**src/rtl/johnson_decoder.sv**
```systemverilog
// Johnson code word decoder with sequence tracking.
// Each accepted sample is decoded to a state index and checked for legality.
// A lock/unlock FSM follows the expected successor sequence, and a saturating
// counter records illegal words and sequence breaks.
module johnson_decoder #(
    parameter int N        = 4,
    parameter int LOCK_CNT = 3,
    parameter int MISS_MAX = 2,
    parameter int IW       = $clog2(2*N)
) (
    input  logic          clk,
    input  logic          reset,
    input  logic          in_valid,
    input  logic [N-1:0]  jc_in,
    output logic          out_valid,
    output logic [IW-1:0] index,
    output logic          illegal,
    output logic          seq_err,
    output logic          locked,
    output logic [7:0]    err_count
);

    typedef enum logic {UNLOCKED = 1'b0, LOCKED = 1'b1} fsm_t;

    // Code word for state k: k low ones for k <= N, otherwise ones above
    // the low (k-N) zero bits.
    function automatic logic [N-1:0] code_of(input int k);
        logic [N-1:0] w;
        w = '0;
        for (int b = 0; b < N; b++) begin
            if (k <= N) w[b] = (b < k);
            else        w[b] = (b >= k - N);
        end
        return w;
    endfunction

    fsm_t          fsm_q, fsm_d;
    logic [3:0]    run_q, run_d;
    logic [3:0]    miss_q, miss_d;
    logic [IW-1:0] exp_q, exp_d;
    logic [IW-1:0] index_q, index_d;
    logic          out_valid_q, out_valid_d;
    logic          illegal_q, illegal_d;
    logic          seq_err_q, seq_err_d;
    logic [7:0]    err_count_q, err_count_d;

    logic          dec_legal;
    logic [IW-1:0] dec_idx;
    logic [IW-1:0] dec_succ;
    logic [3:0]    run_next;
    logic [3:0]    miss_next;
    logic          err_event;

    // Match the input word against every legal code word.
    always_comb begin
        dec_legal = 1'b0;
        dec_idx   = '0;
        for (int k = 0; k < 2*N; k++) begin
            if (jc_in == code_of(k)) begin
                dec_legal = 1'b1;
                dec_idx   = IW'(k);
            end
        end
        if (dec_idx == IW'(2*N - 1)) dec_succ = '0;
        else                         dec_succ = dec_idx + IW'(1);
    end

    // Next-state logic for the lock FSM, sequence tracking and error counting.
    always_comb begin
        fsm_d       = fsm_q;
        run_d       = run_q;
        miss_d      = miss_q;
        exp_d       = exp_q;
        index_d     = index_q;
        out_valid_d = in_valid;
        illegal_d   = 1'b0;
        seq_err_d   = 1'b0;
        err_count_d = err_count_q;
        err_event   = 1'b0;
        run_next    = '0;
        miss_next   = '0;

        if (in_valid) begin
            if (!dec_legal) begin
                illegal_d = 1'b1;
                err_event = 1'b1;
                fsm_d     = UNLOCKED;
                run_d     = '0;
            end else begin
                index_d = dec_idx;
                exp_d   = dec_succ;
                if (fsm_q == UNLOCKED) begin
                    if (dec_idx == exp_q && run_q != '0) run_next = run_q + 4'd1;
                    else                                 run_next = 4'd1;
                    run_d = run_next;
                    if (run_next >= 4'(LOCK_CNT)) begin
                        fsm_d  = LOCKED;
                        miss_d = '0;
                    end
                end else begin
                    if (dec_idx == exp_q) begin
                        miss_d = '0;
                    end else begin
                        seq_err_d = 1'b1;
                        err_event = 1'b1;
                        miss_next = miss_q + 4'd1;
                        miss_d    = miss_next;
                        if (miss_next >= 4'(MISS_MAX)) begin
                            fsm_d = UNLOCKED;
                            run_d = 4'd1;
                        end
                    end
                end
            end
        end

        if (err_event && err_count_q != 8'hFF) err_count_d = err_count_q + 8'd1;
    end

    // State and output registers with asynchronous reset.
    always_ff @(posedge clk or posedge reset) begin
        if (reset) begin
            fsm_q       <= UNLOCKED;
            run_q       <= '0;
            miss_q      <= '0;
            exp_q       <= '0;
            index_q     <= '0;
            out_valid_q <= 1'b0;
            illegal_q   <= 1'b0;
            seq_err_q   <= 1'b0;
            err_count_q <= '0;
        end else begin
            fsm_q       <= fsm_d;
            run_q       <= run_d;
            miss_q      <= miss_d;
            exp_q       <= exp_d;
            index_q     <= index_d;
            out_valid_q <= out_valid_d;
            illegal_q   <= illegal_d;
            seq_err_q   <= seq_err_d;
            err_count_q <= err_count_d;
        end
    end

    assign out_valid = out_valid_q;
    assign index     = index_q;
    assign illegal   = illegal_q;
    assign seq_err   = seq_err_q;
    assign locked    = (fsm_q == LOCKED);
    assign err_count = err_count_q;

endmodule
```
**config.mk**
```make
export PLATFORM = sky130hd
export DESIGN_NAME = johnson_decoder
export DESIGN_NICKNAME = d
export VERILOG_FILES = /design/src/rtl/johnson_decoder.sv
export SDC_FILE = /design/constraint.sdc
export NUM_CORES = 1
export LEC_CHECK = 0
export BUFFER_PORTS_ARGS = -buffer_cell sky130_fd_sc_hd__clkbuf_2
export CORE_ASPECT_RATIO = 1.5
export CORE_MARGIN = 2
export CORE_UTILIZATION = 57
export DETAILED_ROUTE_END_ITERATION = 12
export PLACE_DENSITY = 0.76
export SLEW_MARGIN = 15
export SYNTH_ARGS = -nofsm -noshare
export SYNTH_HDL_FRONTEND = slang
export SYNTH_SLANG_ARGS = --single-unit
export TNS_END_PERCENT = 30
```
**constraint.sdc**
```tcl
create_clock -name clk -period 2.9 [get_ports clk]
set_clock_uncertainty 0.15 [all_clocks]
set_input_delay 0.58 -clock clk [delete_from_list [all_inputs] [get_ports clk]]
set_output_delay 0.58 -clock clk [all_outputs]
set_load 0.01 [all_outputs]
```
Word level (Yosys, flattened, before mapping)
Cells that the tools add are included.
- input bits: 7
- output and inout port bits: 15
- logic and storage cells: 75
- register bits after elaboration: 26
- equal/unequal tests: 12
- reductions and logical operators: 8
- add/sub/neg operators: 4
- order comparisons: 2
- mux-type cells: 40
- operator list (kind ; number):
    $mux W4 ; 11
    $mux W1 ; 22
    $mux W3 ; 7
    $eq A4 B4 Y1 const B ; 4
    $add A4 B1 Y4 const B ; 2
    $add A8 B1 Y8 const B ; 1
    $ge A4 B2 Y1 const B ; 2
    $ne A8 B8 Y1 const B ; 1
    $reduce_and A3 Y1 ; 2
    $eq A4 B1 Y1 const B ; 1
    $eq A4 B2 Y1 const B ; 1
    $eq A4 B3 Y1 const B ; 1
    $logic_not A4 Y1 ; 1
    $reduce_bool A4 Y1 ; 1
    $add A3 B1 Y3 const B ; 1
    $eq A3 B3 Y1 ; 1
    $eq A3 B3 Y1 const B ; 1
    $ne A3 B2 Y1 const B ; 1
    $ne A3 B3 Y1 const B ; 1
    $logic_and A1 B1 Y1 ; 2
    $reduce_and A2 Y1 ; 1
    $reduce_bool A2 Y1 ; 1

Longest topological paths before layout
- word-level depth: 18
- depth in mapped cells: 9
- mapped depth without buffers: 8

Worst setup path after synthesis
OpenSTA, ideal clock, no wires.
- path type: input to register
- start point: in jc_in[3]
- end point: reg err_count_q[1], in the netlist err_count[1]
- path buffers: 1
- required time: 2625 ps
- arrival: 2030 ps
- slack: 595 ps
- stages: 7
- setup time: 125 ps
- cells stage by stage: buf_6 -> mux2_4 -> mux2i_2 -> nor2_2 -> o221a_4 -> nor2_2 -> mux2_4
- word-level cells in the longest chain between the ends: 14
- elaborated cells on any way between the ends: 29
- classes of those cells: eq/ne (8); mux (19); reduce/logical (2)
- ends and longest elaborated chain (item ; RTL line ; text):
    from (decl) ; 14 ; input logic [N-1:0] jc_in,
    $eq A4 B1 Y1 ; 59 ; if (jc_in == code_of(k)) begin
    $mux W1 ; 59 ;
    $mux W3 (6 in series) ; 59 ;
    $eq A3 B3 Y1 ; 101 ; if (dec_idx == exp_q) begin
    $mux W1 ; 101 ;
    $mux W1 ; 92 ; if (fsm_q == UNLOCKED) begin
    $mux W1 * ; 84 ; if (!dec_legal) begin
    $mux W1 * ; 83 ; if (in_valid) begin
    $logic_and A1 B1 Y1 * ; 117 ; if (err_event && err_count_q != 8'hFF) err_count_d = err_count_q + 8'd1;
    to (signal assigned) ; 141 ; err_count_q <= err_count_d;
    to (decl) ; 45 ; logic [7:0] err_count_q, err_count_d;
Mark *: on every way between the ends. The rest lies on a longest branch, timed or not.
A chain may end at the register's enable or synchronous reset.

Worst setup path in the final report
- start point: reg run_q[0]
- end point: reg miss_q[3]
- word-level cells in the longest chain between the ends: 9
- elaborated cells on any way between the ends: 10
- classes of those cells: add/sub (1); order compare (1); mux (4); reduce/logical (4)
- ends and longest elaborated chain (item ; RTL line ; text):
    from (decl) ; 38 ; logic [3:0] run_q, run_d;
    from (signal assigned) ; 134 ; run_q <= run_d;
    parallel branches: the longest is 2 deep, another holds $add A4 B1 Y4 ; n/a ;
    $mux W4 * ; 93 ; if (dec_idx == exp_q && run_q != '0) run_next = run_q + 4'd1;
    $mux W4 * ; 92 ;
    $mux W4 * ; 84 ;
    $mux W4 * ; 83 ;
    $ge A4 B2 Y1 * ; 96 ; if (run_next >= 4'(LOCK_CNT)) begin
    $reduce_bool A2 Y1 (no source line) * ; n/a ;
    $reduce_and A3 Y1 (no source line) * ; n/a ;
    to (signal assigned) ; 135 ; miss_q <= miss_d;
    to (decl) ; 39 ; logic [3:0] miss_q, miss_d;
Mark *: on every way between the ends. The select of a mux whose other input is x is not followed.

==> results.toml <==
[status]
outcome = "finished, final reports clean"

[sta]
rsz0062_at_grt = "false"
worst_pin_slew_ns = 0.9807
drv_slew = 0
final_hold_viol_count = 0
min_period_ns = 2.397
fin_setup_tns_ns = 0
fmax_mhz = 417.2
setup_viol = 0
period_share_pct = 82.65
relSlewSlack_pct = 34.55

[global_routing]
antenna_found_initial = 0
grt_first_pass_wirelength_um = 5761
grt_pass1_vias = 1309
grt_max_degree = 27
overflow = 0
grt_usage_pct = 23.19

[worst_setup_path]
worst-path-max-fanout = 6
end_kind = "flop"
crit_type = "reg -> reg"
crit_path_cell_trace = "inv_1, ha_1, nor2b_1, o41ai_1, a2111oi_0, nand3_1, a32o_1"
crit_family = "compound AO/OA/AOI/OAI gates"
cp_num_buf_inv = 1
slowest_stage = "a2111oi_0"
cp_slowest_stage_delay_ns = 0.55
crit_path_start_kind = "flop"
critPathArrivalTime_ns = 2.42
cp.required_ns = 2.92

[cells_and_area]
final_area_mm2 = 0.001853
diodes = 0
layout_commonest_cell = "dfrtp_1"
drive_gt1_share_pct = 27.13
final_cell_mix = "dfrtp_1, clkbuf_2, nand2_1, inv_1, xor2_1"
nNetsFinal = 203
instances_no_fill = 227
final_core_util_pct = 64.96
syn_to_final_growth_pct = 11.19

[floorplan]
pin_count = 22
row_count = 24
fp.dieH_um = 70.23
start_util_pct = 58.42
die_w_um = 48.15
die-area_mm2 = 0.003381
design.core.area_mm2 = 0.002853

[clock_tree]
clk_latency_ns = 0.27
clock_sinks = 26
cts_root_buf = "clkbuf_8"
cts_tree = "yes"
cts_max_level = 1
clk_pin_slew_worst_paths_ns = 0.09
post_cts_buffers = 0
ctsLongestPathBuffers = 2
cts_buffers = 3
postCtsHoldBufs = 0
cts_resized = 0

[pwr]
power_uw = 1236
peakVddDrop_mv = 0.5880
p_per_area_mw_per_mm2 = 666.9
p_leak_uw = 0.0008493

[synthesis]
yosysWarnings = 0
synth-seq-cells = 26
synth_nets = 181
synth_edf_count = 0
synth_largest_area_cell = "dfrtp_1"
async_flop_share_pct = 100.0
synth_cells = 167
ys_seq_area_share_pct = 39.04
synth_area_mm2 = 0.001667
syn_area_per_cell_um2 = 9.980
synthTopCellsByArea = "dfrtp_1, ha_1, nand2_1"
synth_top_area_share_pct = 39.04
synth_cell_type_count = 54
synth_ff_type = "dfrtp_1"

[drt]
drc = 0
routed_wl_um = 3405
vias = 1339
wl_per_cell_um = 15.00
vias_per_cell = 5.899
detail_route.iter0.violations = 40
firstDrtPassIters = 4
antenna_left = 0

[place]
hpwl_um = 2615
io_buffers = 21
gp_congestion = 0.8150
dpl_cell_area_mm2 = 0.001782
dp.cells = 223

[hold_path]
hold_class = "in -> reg"

[run]
cap_viol_max_count = 0
[Yosys cell counts, types with 3 or more instances]
library cell and instances:
nand2_1 20, ha_1 7, nor2_1 7, nand2b_1 7
xor2_1 8, nor3_1 3, dfrtp_1 26, nand3_1 5
o21ai_1 3, o22ai_1 5, buf_6 3, and3_1 3
a31oi_1 5, mux2_2 4, nor3_2 3, inv_1 9
[worst paths after layout]
path	from	end	slack, ns	depth (start not counted)
min in group asynchronous	reset	err_count[7]$_DFFE_PP0P_	0.35	2
max in group asynchronous	reset	run_q[3]$_DFFE_PP0P_	1.66	2
min reg2reg	err_count[7]$_DFFE_PP0P_	err_count[7]$_DFFE_PP0P_	0.36	1
max reg2reg	run_q[0]$_DFFE_PP0P_	miss_q[3]$_DFFE_PP0P_	0.50	7
max	run_q[0]$_DFFE_PP0P_	miss_q[3]$_DFFE_PP0P_	0.50	7
min	in_valid	out_valid$_DFF_PP0_	0.33	1
[cell families (layout without fill, tap and decap cells)]
family,after synthesis,after routing,share of synthesized area [%]
AND/OR/NAND/NOR,66,66,22.37
adder cells (fa/ha/maj),7,7,5.255
buffers and inverters,15,36,5.029
multiplexers,11,11,7.883
AO/OA/AOI/OAI,32,32,15.17
flip-flops,26,26,39.04
XOR/XNOR,10,10,5.256
[metal layers]
metal	global-route usage (%)	up-vias	part of all wire (%)
met5	0	-	0
met4	7.207	0	1.7
met3	3.359	5	2.4
met2	40.20	30	56
met1	27.46	658	40
li1	-	646	-
[state kept, by name, summed over array words and instances (netlist names)]
signal     flops
index          3
run_q          4
err_count      8
seq_err        1
illegal        1
exp_q          3
miss_q         4
locked         1
out_valid      1
[cell type report]
cell class,count,area [µm²]
Fill cell,236,999.7
Multi-Input combinational cell,126,932.1
Sequential cell,26,650.6
Timing Repair Buffer,22,112.6
Tap cell,39,48.80
Clock buffer,3,41.29
Inverter,10,37.54
Clock inverter,1,30.03
[per-stage QoR]
step / hold WS, ns / worst slack [ns]
final: 0.3304 / 0.5033
after detailed placement: 0.3456 / 0.3397
after CTS: 0.3285 / 0.4996
after floorplan: 0.3105 / 0.5948
after global placement: 0.3341 / 0.3898
after global routing: 0.3313 / 0.3210
[worst reg2reg max path, stage by stage, from the launching register on]
cell and delay (ns):
dfrtp_1 0.43, inv_1 0.11, ha_1 0.31, nor2b_1 0.17, o41ai_1 0.09, a2111oi_0 0.55, nand3_1 0.20, a32o_1 0.29
[report_power, final]
part / switching (µW) / internal (µW) / total, µW
combinational: 216 / 176 / 392
clock: 116 / 185 / 301
sequential: 98.7 / 444 / 543
total: 431 / 805 / 1240
Note: power is estimated with default switching activity, not from simulation.
